`src/rtl/umi_arb_pkg.sv`:
```
// Shared definitions for UMI arbiters: command bit positions and index sizing.
package umi_arb_pkg;

  localparam int UMI_EOM_BIT = 22;

  // Index width for an N-way arbiter; never narrower than one bit so N=1 still has a port.
  function automatic int umi_idx_w(input int n);
    return (n > 1) ? $clog2(n) : 1;
  endfunction

endpackage

```
`src/rtl/umi_rr_grant.sv`:
```
// Combinational round-robin grant with message lock: one-hot grant plus encoded index.
module umi_rr_grant
  import umi_arb_pkg::*;
#(
  parameter  int N  = 2,
  localparam int IW = umi_idx_w(N)
) (
  input  logic [N-1:0]  i_req,
  input  logic [IW-1:0] i_ptr,
  input  logic          i_lock,
  input  logic [IW-1:0] i_lock_idx,
  output logic [N-1:0]  o_grant,
  output logic [IW-1:0] o_grant_idx,
  output logic          o_grant_vld
);

  function automatic int wrap_idx(input int base, input int off);
    int s;
    s = base + off;
    return (s >= N) ? (s - N) : s;
  endfunction

  always_comb begin
    o_grant     = '0;
    o_grant_idx = '0;
    o_grant_vld = 1'b0;
    if (i_lock) begin
      for (int i = 0; i < N; i++) begin
        if ((i_lock_idx == IW'(i)) && i_req[i]) begin
          o_grant[i]  = 1'b1;
          o_grant_idx = IW'(i);
          o_grant_vld = 1'b1;
        end
      end
    end else begin
      // Walk from farthest to nearest so the candidate closest to ptr overwrites the rest.
      for (int k = N - 1; k >= 0; k--) begin
        if (i_req[wrap_idx(int'(i_ptr), k)]) begin
          o_grant                         = '0;
          o_grant[wrap_idx(int'(i_ptr), k)] = 1'b1;
          o_grant_idx                     = IW'(wrap_idx(int'(i_ptr), k));
          o_grant_vld                     = 1'b1;
        end
      end
    end
  end

endmodule

```
`src/rtl/umi_rr_arbiter.sv`:
```
// N-to-1 UMI round-robin arbiter with message locking and a single registered output stage.
module umi_rr_arbiter
  import umi_arb_pkg::*;
#(
  parameter  int N  = 2,
  parameter  int DW = 256,
  parameter  int CW = 32,
  parameter  int AW = 64,
  localparam int IW = umi_idx_w(N)
) (
  input  logic            clk,
  input  logic            nreset,
  input  logic [N-1:0]    umi_in_valid,
  input  logic [N*CW-1:0] umi_in_cmd,
  input  logic [N*AW-1:0] umi_in_dstaddr,
  input  logic [N*AW-1:0] umi_in_srcaddr,
  input  logic [N*DW-1:0] umi_in_data,
  output logic [N-1:0]    umi_in_ready,
  output logic            umi_out_valid,
  output logic [CW-1:0]   umi_out_cmd,
  output logic [AW-1:0]   umi_out_dstaddr,
  output logic [AW-1:0]   umi_out_srcaddr,
  output logic [DW-1:0]   umi_out_data,
  input  logic            umi_out_ready,
  output logic [IW-1:0]   umi_out_src_idx
);

  logic [IW-1:0] r_ptr;
  logic          r_lock;
  logic [IW-1:0] r_lock_idx;

  logic          r_out_valid;
  logic [CW-1:0] r_out_cmd;
  logic [AW-1:0] r_out_dstaddr;
  logic [AW-1:0] r_out_srcaddr;
  logic [DW-1:0] r_out_data;
  logic [IW-1:0] r_out_src_idx;

  logic [N-1:0]  w_grant;
  logic [IW-1:0] w_grant_idx;
  logic          w_grant_vld;
  logic          w_can_load;
  logic          w_accept;
  logic          w_eom;
  logic [IW-1:0] w_next_ptr;
  logic [CW-1:0] w_cmd;
  logic [AW-1:0] w_dstaddr;
  logic [AW-1:0] w_srcaddr;
  logic [DW-1:0] w_data;

  umi_rr_grant #(
    .N (N)
  ) u_grant (
    .i_req       (umi_in_valid),
    .i_ptr       (r_ptr),
    .i_lock      (r_lock),
    .i_lock_idx  (r_lock_idx),
    .o_grant     (w_grant),
    .o_grant_idx (w_grant_idx),
    .o_grant_vld (w_grant_vld)
  );

  assign w_can_load   = !r_out_valid || umi_out_ready;
  assign w_accept     = w_can_load && w_grant_vld;
  assign umi_in_ready = w_grant & {N{w_can_load}};

  // Grant is one-hot, so an AND-OR field mux is sufficient.
  always_comb begin
    w_cmd     = '0;
    w_dstaddr = '0;
    w_srcaddr = '0;
    w_data    = '0;
    for (int i = 0; i < N; i++) begin
      if (w_grant[i]) begin
        w_cmd     = umi_in_cmd[i*CW +: CW];
        w_dstaddr = umi_in_dstaddr[i*AW +: AW];
        w_srcaddr = umi_in_srcaddr[i*AW +: AW];
        w_data    = umi_in_data[i*DW +: DW];
      end
    end
  end

  assign w_eom      = w_cmd[UMI_EOM_BIT];
  assign w_next_ptr = (w_grant_idx == IW'(N - 1)) ? '0 : (w_grant_idx + IW'(1));

  // Arbitration state: the pointer only advances when a message completes.
  always_ff @(posedge clk or negedge nreset) begin
    if (!nreset) begin
      r_ptr      <= '0;
      r_lock     <= 1'b0;
      r_lock_idx <= '0;
    end else if (w_accept) begin
      if (w_eom) begin
        r_lock <= 1'b0;
        r_ptr  <= w_next_ptr;
      end else begin
        r_lock     <= 1'b1;
        r_lock_idx <= w_grant_idx;
      end
    end
  end

  always_ff @(posedge clk or negedge nreset) begin
    if (!nreset) begin
      r_out_valid   <= 1'b0;
      r_out_cmd     <= '0;
      r_out_dstaddr <= '0;
      r_out_srcaddr <= '0;
      r_out_data    <= '0;
      r_out_src_idx <= '0;
    end else if (w_accept) begin
      r_out_valid   <= 1'b1;
      r_out_cmd     <= w_cmd;
      r_out_dstaddr <= w_dstaddr;
      r_out_srcaddr <= w_srcaddr;
      r_out_data    <= w_data;
      r_out_src_idx <= w_grant_idx;
    end else if (w_can_load) begin
      r_out_valid <= 1'b0;
    end
  end

  assign umi_out_valid   = r_out_valid;
  assign umi_out_cmd     = r_out_cmd;
  assign umi_out_dstaddr = r_out_dstaddr;
  assign umi_out_srcaddr = r_out_srcaddr;
  assign umi_out_data    = r_out_data;
  assign umi_out_src_idx = r_out_src_idx;

endmodule

```
`config.mk`:
```
export PLATFORM = sky130hd
export DESIGN_NAME = umi_rr_arbiter
export DESIGN_NICKNAME = d
export VERILOG_FILES = /design/src/rtl/umi_arb_pkg.sv /design/src/rtl/umi_rr_grant.sv /design/src/rtl/umi_rr_arbiter.sv
export SDC_FILE = /design/constraint.sdc
export NUM_CORES = 1
export LEC_CHECK = 0
export ABC_AREA = 1
export CAP_MARGIN = 20
export CELL_PAD_IN_SITES_DETAIL_PLACEMENT = 0
export CELL_PAD_IN_SITES_GLOBAL_PLACEMENT = 1
export CORE_AREA = 5 5 489 491
export CTS_BUF_LIST = sky130_fd_sc_hd__clkbuf_16
export DETAILED_ROUTE_END_ITERATION = 6
export DIE_AREA = 0 0 494 496
export PLACE_DENSITY = 0.36
export SETUP_SLACK_MARGIN = 0.3
export SLEW_MARGIN = 25
export SYNTH_ARGS = -nofsm -noshare
export SYNTH_HDL_FRONTEND = slang
export SYNTH_SLANG_ARGS = --single-unit
export TNS_END_PERCENT = 20
```
`constraint.sdc`:
```
create_clock -name clk -period 1.8 [get_ports clk]
set_input_delay 0.36 -clock clk [delete_from_list [all_inputs] [get_ports clk]]
set_output_delay 0.36 -clock clk [all_outputs]
set_load 0.01 [all_outputs]
```
==> reports/results.ini, run 1 <==
[clock_network]
clockRootBuffer = clkbuf_16
cts.clk_slew.worst_paths_ns = 0.05
numClockSinks = 421
cts.htree.levels = 3
cts_tree = yes
insertion_delay_ns = 0.69
clock_path_buffers = 3
cts_buffers = 68

[grt]
busiest_layer = met2
track_usage_pct = 13.8
grt_util_met2_pct = 22.6
grt_max_degree = 76
use_met3_pct = 9.21
globalRouteMet1Util_pct = 14.4
grt_pass1_vias = 24600
overflow = 0
antenna_found_initial = 33
grt_pass1_wl_um = 231000

[critical_path]
slowest_stage = dfrtp_1
cp.required_ns = 1.44
timing.critical_path.mode_cell = nor2_4
cp-start-kind = flop
crit_chain = inv_2, nand2_4, nor2_4, nor2_4, buf_6, nor2_4, buf_6
crit_path_end_kind = output port
critPathMaxStageDelay_ns = 0.38
crit_arrival_ns = 1.76
crit_path_max_fanout = 2
path_class = flop to output port

[route]
vias_per_cell = 3.29
totalWireLength_um = 184000
final_antenna_net_count = 0
drt_iter0_markers = 1128
firstDrtPassIters = 5
dr_total_vias = 23100
drc = 0
wire_per_inst_um = 26.2

[timing]
hold_viol = 0
fin_crit_sh_pct = 118
hold_ws_ns = 0.235
skew_ns = 0.0175
fmax_mhz = 471
slew_headroom_pct = 63.0
finalSetupTns_ns = -4.88
worst_pin_slew_ns = 0.555
rsz0062_at_grt = true
fin_crit_ns = 2.12
final_max_slew_viol_count = 0
fin_ws_ns = -0.322
setup_violations = 140

[yosys]
ys_top_cells_by_count = nand2_1, nand3_1, dfrtp_1, buf_2, a21oi_1
synth_edf_count = 0
synth_top_area_share_pct = 55.6
ys_ff_latch = 421
synthTopCellsByArea = dfrtp_1, nand3_1, nand2_1
syn_nets = 3146
ys_warn_count = 0
seq_area_frac_synth_pct = 55.6
synthFlopType = dfrtp_1
syn-mean-instance-area_um2 = 8.21
async_reset_ff_share_pct = 100
ys_types = 18
synth_area_mm2 = 0.0190
synthCells = 2309
yosysTopAreaCell = dfrtp_1
synth_most_common_cell = nand2_1

[pwr]
peakVddDrop_v = 0.000635
pwr-share-clk_pct = 18.3
swShare_pct = 44.1
p_per_area_mw_per_mm2 = 1740
leakagePower_nw = 17.8
intPower_mw = 39.9
seqPwrFrac_pct = 25.5
p_sw_mw = 31.4
p_comb_share_pct = 56.2
total_power_mw = 71.3

[die]
die_x_um = 494
num_rows = 178
die_h_um = 496
dieArea_mm2 = 0.245
core_area_mm2 = 0.234
initial_utilization_pct = 8.09
io_pins = 1257

[final_layout]
fin_util_pct = 17.5
syn_to_final_growth_pct = 116
nNetsFinal = 4636
multiInputGateArea_mm2 = 0.00769
layout-drive-gt1-share_pct = 24.1
fillerInstances = 26600
regArea_mm2 = 0.0106

[placement]
gp_congestion = 0.852
dpl.hpwl_um = 147000
port_buffers = 1256
pre_cts_slack_ns = -0.905

[run]
cap_violations = 0

[outcome]
status = finished with violations
violations = setup timing

[hold_path]
hold_path_class = input pin to flop

-- worst paths after layout --
check                            startpoint             endpoint  slack (ns)  cells past startpoint
max                                   r_ptr      umi_in_ready[0]       -0.32                      7
min                        umi_in_data[464]    umi_out_data[208]        0.23                      3
max reg2reg                          r_lock  umi_out_dstaddr[39]       -0.11                     11
min reg2reg                 umi_out_src_idx      umi_out_src_idx        0.49                      2
max in group asynchronous            nreset    umi_out_data[211]        0.74                      4
min in group asynchronous            nreset  umi_out_dstaddr[14]        0.35                      3
-- metrics by stage --
| stage | cell area (µm²) | std cells |
|---|---|---|
| final | 41000 | 7021 |
| after global routing | 41000 | 7016 |
| after CTS | 39400 | 6897 |
| after detailed placement | 36700 | 6719 |
| after global placement | 36700 | 6719 |
| after floorplan | 19000 | 2309 |
-- flip-flops by register name, indices dropped and copies added (netlist names) --
signal           cells
umi_out_srcaddr     64
umi_out_valid        1
r_lock               1
r_lock_idx           1
umi_out_src_idx      1
r_ptr                1
umi_out_dstaddr     64
umi_out_data       256
umi_out_cmd         32
-- critical path, delay by kind of cell, from the launching register on --
kind,cells,cell delay (ns)
flip-flops,1,0.38
AND/OR/NAND/NOR,4,0.37
buffers and inverters,3,0.34
-- timing repair --
action                                  in CTS  in global routing
endpoints found under the setup margin     841                841
setup buffers                               53                 85
cloned                                       0                 21
endpoints found under the hold margin      222                  0
pin swaps                                    4                  6
gates resized for setup                   1237                582
hold buffers                                 1                  0
-- cells in the final DEF (no fill, tap or decap), drive strengths merged --
master         instances
a21oi                 93
nand2                806
clkinv                31
dfrtp                421
buf                  678
bufinv                 2
clkbuf               155
o21ai                  1
inv                   31
clkinvlp               1
clkdlybuf4s50        834
and2                   1
dlymetal6s2s           1
dlygate4sd3            1
nand4                  1
nand3                744
diode                 18
dlygate4sd2            2
nor2                  50
-- power by group through the flow --
stage / sequential (mW) / combinational, mW / clock [mW]
6_report: 18.2 / 40.1 / 13.1
5_1_grt: 18.8 / 43.9 / 14.0
4_1_cts: 18.3 / 38.1 / 13.8
3_5_place_dp: 17.9 / 36.8 / 0
3_3_place_gp: 17.9 / 37.0 / 0
2_1_floorplan: 18.6 / 10.2 / 0
-- cells by family (layout without fill, tap and decap cells) --
logic type | after synthesis | count (layout) | share of synthesized area [%]
buffers and inverters | 192 | 1736 | 5.16
other | 0 | 18 | 0
AOI/OAI and AO/OA | 94 | 94 | 2.54
and+or+nand+nor | 1602 | 1602 | 36.7
DFF | 421 | 421 | 55.6
-- area by class of cell --
| cell class | count | share of cell area [%] |
|---|---|---|
| repair buffers | 1603 | 40.5 |
| flip-flops and latches | 421 | 25.8 |
| multi-input cells | 1696 | 18.8 |
| well taps | 3150 | 9.61 |
| clock buffers | 68 | 4.15 |
| clock inverters | 56 | 1.01 |
| inverters | 9 | 0.119 |
| diodes | 18 | 0.110 |
-- layer usage --
layer	up-vias	wire length, µm	part of all wire (%)
met1	11100	66500	36
met2	1028	85700	47
met4	24	5320	2.9
met3	177	26200	14
li1	10700	-	-
met5	-	142	0.077
(Power assumes the default switching activity.)
==> run 2, diff against run 1 <==
--- a/config.mk
+++ b/config.mk
@@ -9,11 +9,10 @@
 export CAP_MARGIN = 20
 export CELL_PAD_IN_SITES_DETAIL_PLACEMENT = 0
 export CELL_PAD_IN_SITES_GLOBAL_PLACEMENT = 1
-export CORE_AREA = 5 5 489 491
-export CTS_BUF_LIST = sky130_fd_sc_hd__clkbuf_16
+export CORE_AREA = 5 5 485 487
 export DETAILED_ROUTE_END_ITERATION = 6
-export DIE_AREA = 0 0 494 496
-export PLACE_DENSITY = 0.36
+export DIE_AREA = 0 0 490 492
+export PLACE_DENSITY = 0.37
 export SETUP_SLACK_MARGIN = 0.3
 export SLEW_MARGIN = 25
 export SYNTH_ARGS = -nofsm -noshare
==> constraint.sdc (replaced) <==
create_clock -name clk -period 2.6 [get_ports clk]
set_input_delay 0.52 -clock clk [delete_from_list [all_inputs] [get_ports clk]]
set_output_delay 0.52 -clock clk [all_outputs]
set_load 0.01 [all_outputs]
==> run 2 against run 1 <==
  * Routed wire length decreased by 3.4%
  * Die area decreased by 1.6%
  * Critical path depth increased by 1
  * Core utilization decreased by 0.97 points
  * Sequential share of layout area increased by 1.9 points
  * Count of clock-buffer cells in the layout increased by 31
  * Non-clock buffer count decreased by 195
  * Highest routed layer unchanged
  * Sequential power decreased by 33%
  * Largest power group unchanged
  * The flow now finishes without violations
  * Final area decreased by 6.9%
==> reports/results.ini, run 2 (same netlist as run 1, synthesis figures left out) <==
[die]
dieArea_mm2 = 0.241  ; -1.6%
die_h_um = 492  ; -0.81%
num_rows = 177  ; -0.56%
initial_utilization_pct = 8.21  ; +0.12 points
core_area_mm2 = 0.231  ; -1.4%
die_x_um = 490  ; -0.81%
io_pins = 1257  ; unchanged

[critical_path]
cp-startpoint = r_ptr
crit_path_max_fanout = 3  ; +1
critPathMaxStageDelay_ns = 0.39  ; about the same
slowest_stage = dfrtp_1
path_class = flop to output port
rr_startpoint = r_lock_idx
cp-start-kind = flop
cp.required_ns = 2.08  ; +0.64 ns
crit_arrival_ns = 1.88  ; +0.12 ns
crit_path_end_kind = output port
crit_chain = inv_2, nand2_2, nor2_4, nor2_4, buf_6, nor2_4, buf_6, buf_6

[timing]
skew_ns = 0.0312  ; +0.0137 ns
fin_crit_ns = 2.40
fin_crit_sh_pct = 92.3
worst_pin_slew_ns = 0.930  ; +0.375 ns
rsz0062_at_grt = true
fmax_mhz = 417
hold_viol = 0  ; unchanged
setup_violations = 0  ; -100%
slew_headroom_pct = 38.0  ; -25 points
final_max_slew_viol_count = 0  ; unchanged

[final_layout]
syn_to_final_growth_pct = 101
fin_util_pct = 16.5  ; -0.97 points
nNetsFinal = 4440  ; -4.2%
largest_register_ffs = 256  ; unchanged
layout_commonest_cell = clkdlybuf4s50_1
design_area_mm2 = 0.0382  ; -6.9%
layout-drive-gt1-share_pct = 8.19  ; -16 points
layout_common_cells = clkdlybuf4s50_1, nand2_1, nand3_1
fillerInstances = 26300  ; -1.2%

[grt]
grt_pass1_wl_um = 235000  ; +1.8%
grt_max_degree = 86  ; +13%
grt_pass1_vias = 24300  ; -1.5%
antenna_found_initial = 45  ; +36%
overflow = 0  ; unchanged
track_usage_pct = 14.3  ; +0.47 points

[clock_network]
cts.htree.levels = 3  ; unchanged
cts_buffers = 67  ; -1.5%
cts_tree = yes
clockRootBuffer = clkbuf_16
cts.clk_slew.worst_paths_ns = 0.06  ; about the same
numClockSinks = 421  ; unchanged
clock_path_buffers = 3  ; unchanged
insertion_delay_ns = 0.68  ; about the same

[pwr]
peakVddDrop_v = 0.000409  ; -36%
swShare_pct = 45.2  ; +1.2 points
seqPwrFrac_pct = 27.5  ; +2.0 points
p_comb_share_pct = 51.8  ; -4.4 points
intPower_mw = 24.3  ; -39%
leakagePower_nw = 16.0  ; -9.9%
p_sw_mw = 20.0  ; -36%
pwr-share-clk_pct = 20.7  ; +2.4 points
p_per_area_mw_per_mm2 = 1160  ; -33%

[run]
cap_violations = 0  ; unchanged

[placement]
port_buffers = 1256  ; unchanged
gp_congestion = 0.818  ; -3.9%
dpl.hpwl_um = 145000  ; -1.0%
post_dp_cell_area_mm2 = 0.0361  ; -1.5%

[route]
firstDrtPassIters = 5  ; unchanged
dr_total_vias = 22500  ; -2.8%
totalWireLength_um = 178000  ; -3.4%
vias_per_cell = 3.34  ; +1.7%
final_antenna_net_count = 0  ; unchanged
wire_per_inst_um = 26.4  ; +0.93%
drt_iter0_markers = 1152  ; +2.1%
drc = 0  ; unchanged

[hold_path]
min_from = umi_in_data[247]
hold_path_class = input pin to flop

[outcome]
status = complete, no violations

## run 2: cell count changes in the layout (fill, tap and decap cells not counted), sizes merged, moves of 19 or more
| cell | previous run | this run |
|---|---|---|
| clkinv | 31 | 12 |
| clkbuf | 155 | 99 |
| dlygate4sd2 | 2 | 184 |
| clkdlybuf4s50 | 834 | 1041 |
| buf | 678 | 165 |
| inv | 31 | 12 |
## run 2: per-layer routing
metal | up-vias | wire, µm | part of all wire (%) | GRT usage (%)
li1 | 10300 | - | - | -
met3 | 164 | 22500 | 13 | 8.41
met2 | 1023 | 82100 | 46 | 23.2
met5 | - | 276 | 0.16 | 0
met1 | 10900 | 68300 | 38 | 15.8
met4 | 42 | 4330 | 2.4 | 4.09
## run 2: repair_timing
action | 4_1_cts | 5_1_grt
gates resized for setup | 263 | 0
setup endpoints to repair | 207 | 4
pin swaps | 3 | 0
buffers inserted | 7 | 0
endpoints found under the hold margin | 28 | 0
hold buffers | 1 | 0
## run 2: power groups by stage
stage / logic (mW) / registers (mW) / clock network, mW
after CTS: 24.2 / 12.4 / 9.68
final: 23.0 / 12.2 / 9.15
after detailed placement: 24.9 / 12.4 / 0
after global placement: 25.0 / 12.4 / 0
after global routing: 25.4 / 12.7 / 9.83
after floorplan: 7.07 / 12.9 / 0
## run 2: final timing paths
path                                        to  slack (ns)  cells past startpoint
max                            umi_in_ready[0]        0.20                      8
min                          umi_out_data[247]        0.40                      3
max reg2reg                  umi_out_data[120]        0.51                     13
min reg2reg                    umi_out_src_idx        0.49                      2
max in group asynchronous      umi_out_data[1]        1.19                      3
min in group asynchronous  umi_out_srcaddr[55]        0.60                      2
## run 2: area by class of cell
class / instances / area (µm²) / area share, %
inverters: 9 / 46.3 / 0.121
clock buffers: 99 / 1950 / 5.10
well taps: 3043 / 3810 / 9.97
flip-flops and latches: 421 / 10500 / 27.6
diodes: 23 / 57.6 / 0.151
multi-input cells: 1696 / 7490 / 19.6
repair buffers: 1408 / 14100 / 37.0
clock inverters: 17 / 165 / 0.432
## run 2: worst max-delay path, delay by kind of cell, from the launching register on
| family | cells | cell delay, ns |
|---|---|---|
| and+or+nand+nor | 4 | 0.40 |
| buffers and inverters | 4 | 0.44 |
| DFF | 1 | 0.39 |
## run 2: metrics by stage
stage	worst slack [ns]	hold slack, ns	TNS (ns)	total power, mW	instances
6_report	0.201	0.402	0	44.3	6716
5_1_grt	0.0302	0.344	0	47.9	6705
4_1_cts	-0.0127	0.269	-0.0127	46.2	6693
3_5_place_dp	-0.759	0.476	-32.51	37.3	6569
3_3_place_gp	-0.786	0.462	-34.59	37.4	6569
2_1_floorplan	0.713	0.224	0	20.0	2309
==> run 3, diff against run 2 <==
--- a/config.mk
+++ b/config.mk
@@ -12,6 +12,7 @@
 export CORE_AREA = 5 5 485 487
 export DETAILED_ROUTE_END_ITERATION = 6
 export DIE_AREA = 0 0 490 492
+export GPL_TIMING_DRIVEN = 0
 export PLACE_DENSITY = 0.37
 export SETUP_SLACK_MARGIN = 0.3
 export SLEW_MARGIN = 25
==> run 3 against run 2 <==
  * Flip-flop and latch count did not move
  * Critical path depth rose by 1
  * First-iteration DRC count rose by 3.6%
  * Power rose by 2.4%
  * Core utilization fell by 0.11 points
  * Largest cell class unchanged
==> reports/results.ini, run 3 (same netlist as run 1, synthesis figures left out) <==
[outcome]
status = complete, no violations

[die]
die_h_um = 492  ; unchanged
io_pins = 1257  ; unchanged
num_rows = 177  ; unchanged
core_area_mm2 = 0.231  ; unchanged
initial_utilization_pct = 8.21  ; unchanged
die_x_um = 490  ; unchanged
dieArea_mm2 = 0.241  ; unchanged

[grt]
antenna_found_initial = 56  ; +24%
grt_pass1_vias = 24700  ; +1.8%
grt_pass1_wl_um = 258000  ; +9.9%
grt_max_degree = 66  ; -23%
overflow = 0  ; unchanged
track_usage_pct = 16.0  ; +1.7 points

[clock_network]
insertion_delay_ns = 0.69  ; about the same
clock_path_buffers = 3  ; unchanged
cts_buffers = 68  ; +1.5%
cts_tree = yes
cts.htree.levels = 3  ; unchanged
cts.clk_slew.worst_paths_ns = 0.05  ; about the same
clockRootBuffer = clkbuf_16
numClockSinks = 421  ; unchanged

[hold_path]
hold_path_class = input pin to asynchronous set/reset pin

[timing]
fmax_mhz = 393  ; -5.7%
worst_pin_slew_ns = 0.616  ; -0.313 ns
finalSetupTns_ns = 0  ; unchanged
hold_viol = 0  ; unchanged
final_max_slew_viol_count = 0  ; unchanged
rsz0062_at_grt = true
skew_ns = 0.0389  ; +0.00775 ns
fin_crit_ns = 2.54  ; +0.145 ns
hold_ws_ns = 0.305  ; -0.0968 ns
setup_violations = 0  ; unchanged
slew_headroom_pct = 58.9  ; +21 points
fin_crit_sh_pct = 97.8  ; +5.6 points

[critical_path]
cp.required_ns = 2.08  ; about the same
crit_path_end_kind = output port
critPathMaxStageDelay_ns = 0.61  ; +0.22 ns
cp-start-kind = input pin
slowest_stage = clkdlybuf4s50_1
cp-startpoint = umi_in_valid[0]
timing.critical_path.mode_cell = nor2_4
crit_arrival_ns = 2.02  ; +0.14 ns
rr_startpoint = r_lock
crit_chain = clkdlybuf4s50_1, nand2_2, nor2_4, nor2_4, buf_6, buf_8, buf_12, nor2_4, buf_12
crit_path_max_fanout = 5  ; +2
crit_buf_inv = 5  ; +1
path_delay_family = buffers and inverters
path_class = input pin to output port

[placement]
gp_congestion = 0.851  ; +4.0%
dpl.hpwl_um = 167000  ; +15%
port_buffers = 1256  ; unchanged
dpl.cell_count = 6615  ; +0.70%

[route]
drc = 0  ; unchanged
wire_per_inst_um = 29.5  ; +12%
totalWireLength_um = 200000  ; +13%
vias_per_cell = 3.40  ; +1.7%
firstDrtPassIters = 5  ; unchanged
dr_total_vias = 23000  ; +2.5%
final_antenna_net_count = 0  ; unchanged
drt_iter0_markers = 1194  ; +3.6%

[pwr]
leakagePower_nw = 16.1  ; +0.44%
p_per_area_mw_per_mm2 = 1200  ; +3.1%
peakVddDrop_v = 0.000411  ; +0.36%

[final_layout]
stdcell_count = 6772  ; +0.83%
nNetsFinal = 4498  ; +1.3%
largest_register_ffs = 256  ; unchanged
syn_to_final_growth_pct = 100
layout_common_cells = clkdlybuf4s50_1, nand2_1, nand3_1
layout-drive-gt1-share_pct = 9.00  ; +0.81 points
layout_commonest_cell = clkdlybuf4s50_1

[run]
cap_violations = 0  ; unchanged

run 3: changes by cell type in the layout (fill, tap and decap cells not counted), moves of 8 or more:
cell,change
buf_2,+119
clkbuf_4,+13
clkbuf_1,+20
buf_12,-45
buf_4,-67
dlygate4sd2_1,+17
clkdlybuf4s50_1,-8
run 3: per-stage QoR:
| stage | worst slack, ns | utilization (%) | total power, mW | area, µm² |
|---|---|---|---|---|
| after floorplan | 0.713 | - | 20.0 | 19000 |
| after global placement | -23.64 | 15.3 | 38.0 | 35300 |
| after detailed placement | -1.68 | 15.4 | 37.9 | 35500 |
| after CTS | -0.0527 | 16.3 | 47.0 | 37800 |
| after global routing | -0.0301 | 16.4 | 48.6 | 37900 |
| final | 0.0562 | 16.4 | 45.4 | 37900 |
run 3: worst reg2reg max path, delay by kind of cell, from the launching register on:
| family | cells | cell delay [ns] |
|---|---|---|
| AND/OR/NAND/NOR | 4 | 0.58 |
| flip-flops | 1 | 0.42 |
| buffers and inverters | 4 | 0.96 |
| AO/OA/AOI/OAI | 1 | 0.17 |
run 3: timing repair:
| item | CTS | global route |
|---|---|---|
| pin swaps | 9 | 3 |
| hold buffers | 1 | 0 |
| resized for setup | 337 | 28 |
| cloned | 0 | 1 |
| setup buffers | 11 | 6 |
| endpoints found under the setup margin | 638 | 114 |
| endpoints found under the hold margin | 58 | 0 |
run 3: final timing paths:
kind	depth (start not counted)	endpoint	slack, ns
min in group clk	3	umi_out_data[251]	0.39
max	9	umi_in_ready[0]	0.06
min	2	umi_out_data[153]	0.31
min reg2reg	2	umi_out_cmd[22]	0.48
max reg2reg	9	umi_out_data[4]	0.40
max in group asynchronous	6	umi_out_data[31]	0.58
run 3: final cells by class:
class | instances | area, µm²
antenna | 19 | 47.5
buffer | 183 | 1120
clock buffer | 109 | 1960
clock inverter | 10 | 165
fill | 26300 | 193000
inverter | 9 | 41.3
multi-input combinational | 1696 | 7500
sequential | 421 | 10500
tap | 3043 | 3810
timing repair buffer | 1282 | 12700
run 3: report_power, final:
part	internal [mW]	switching, mW
combinational	8.74	15.4
clock	5.29	4.02
sequential	9.77	2.22
run 3: layer usage:
layer,global-route usage [%],vias to the layer above,part of all wire (%)
li1,-,10500,-
met1,17.8,11300,39
met2,28.0,1048,49
met3,7.69,179,11
met4,2.68,34,1.5
met5,0,-,0.12
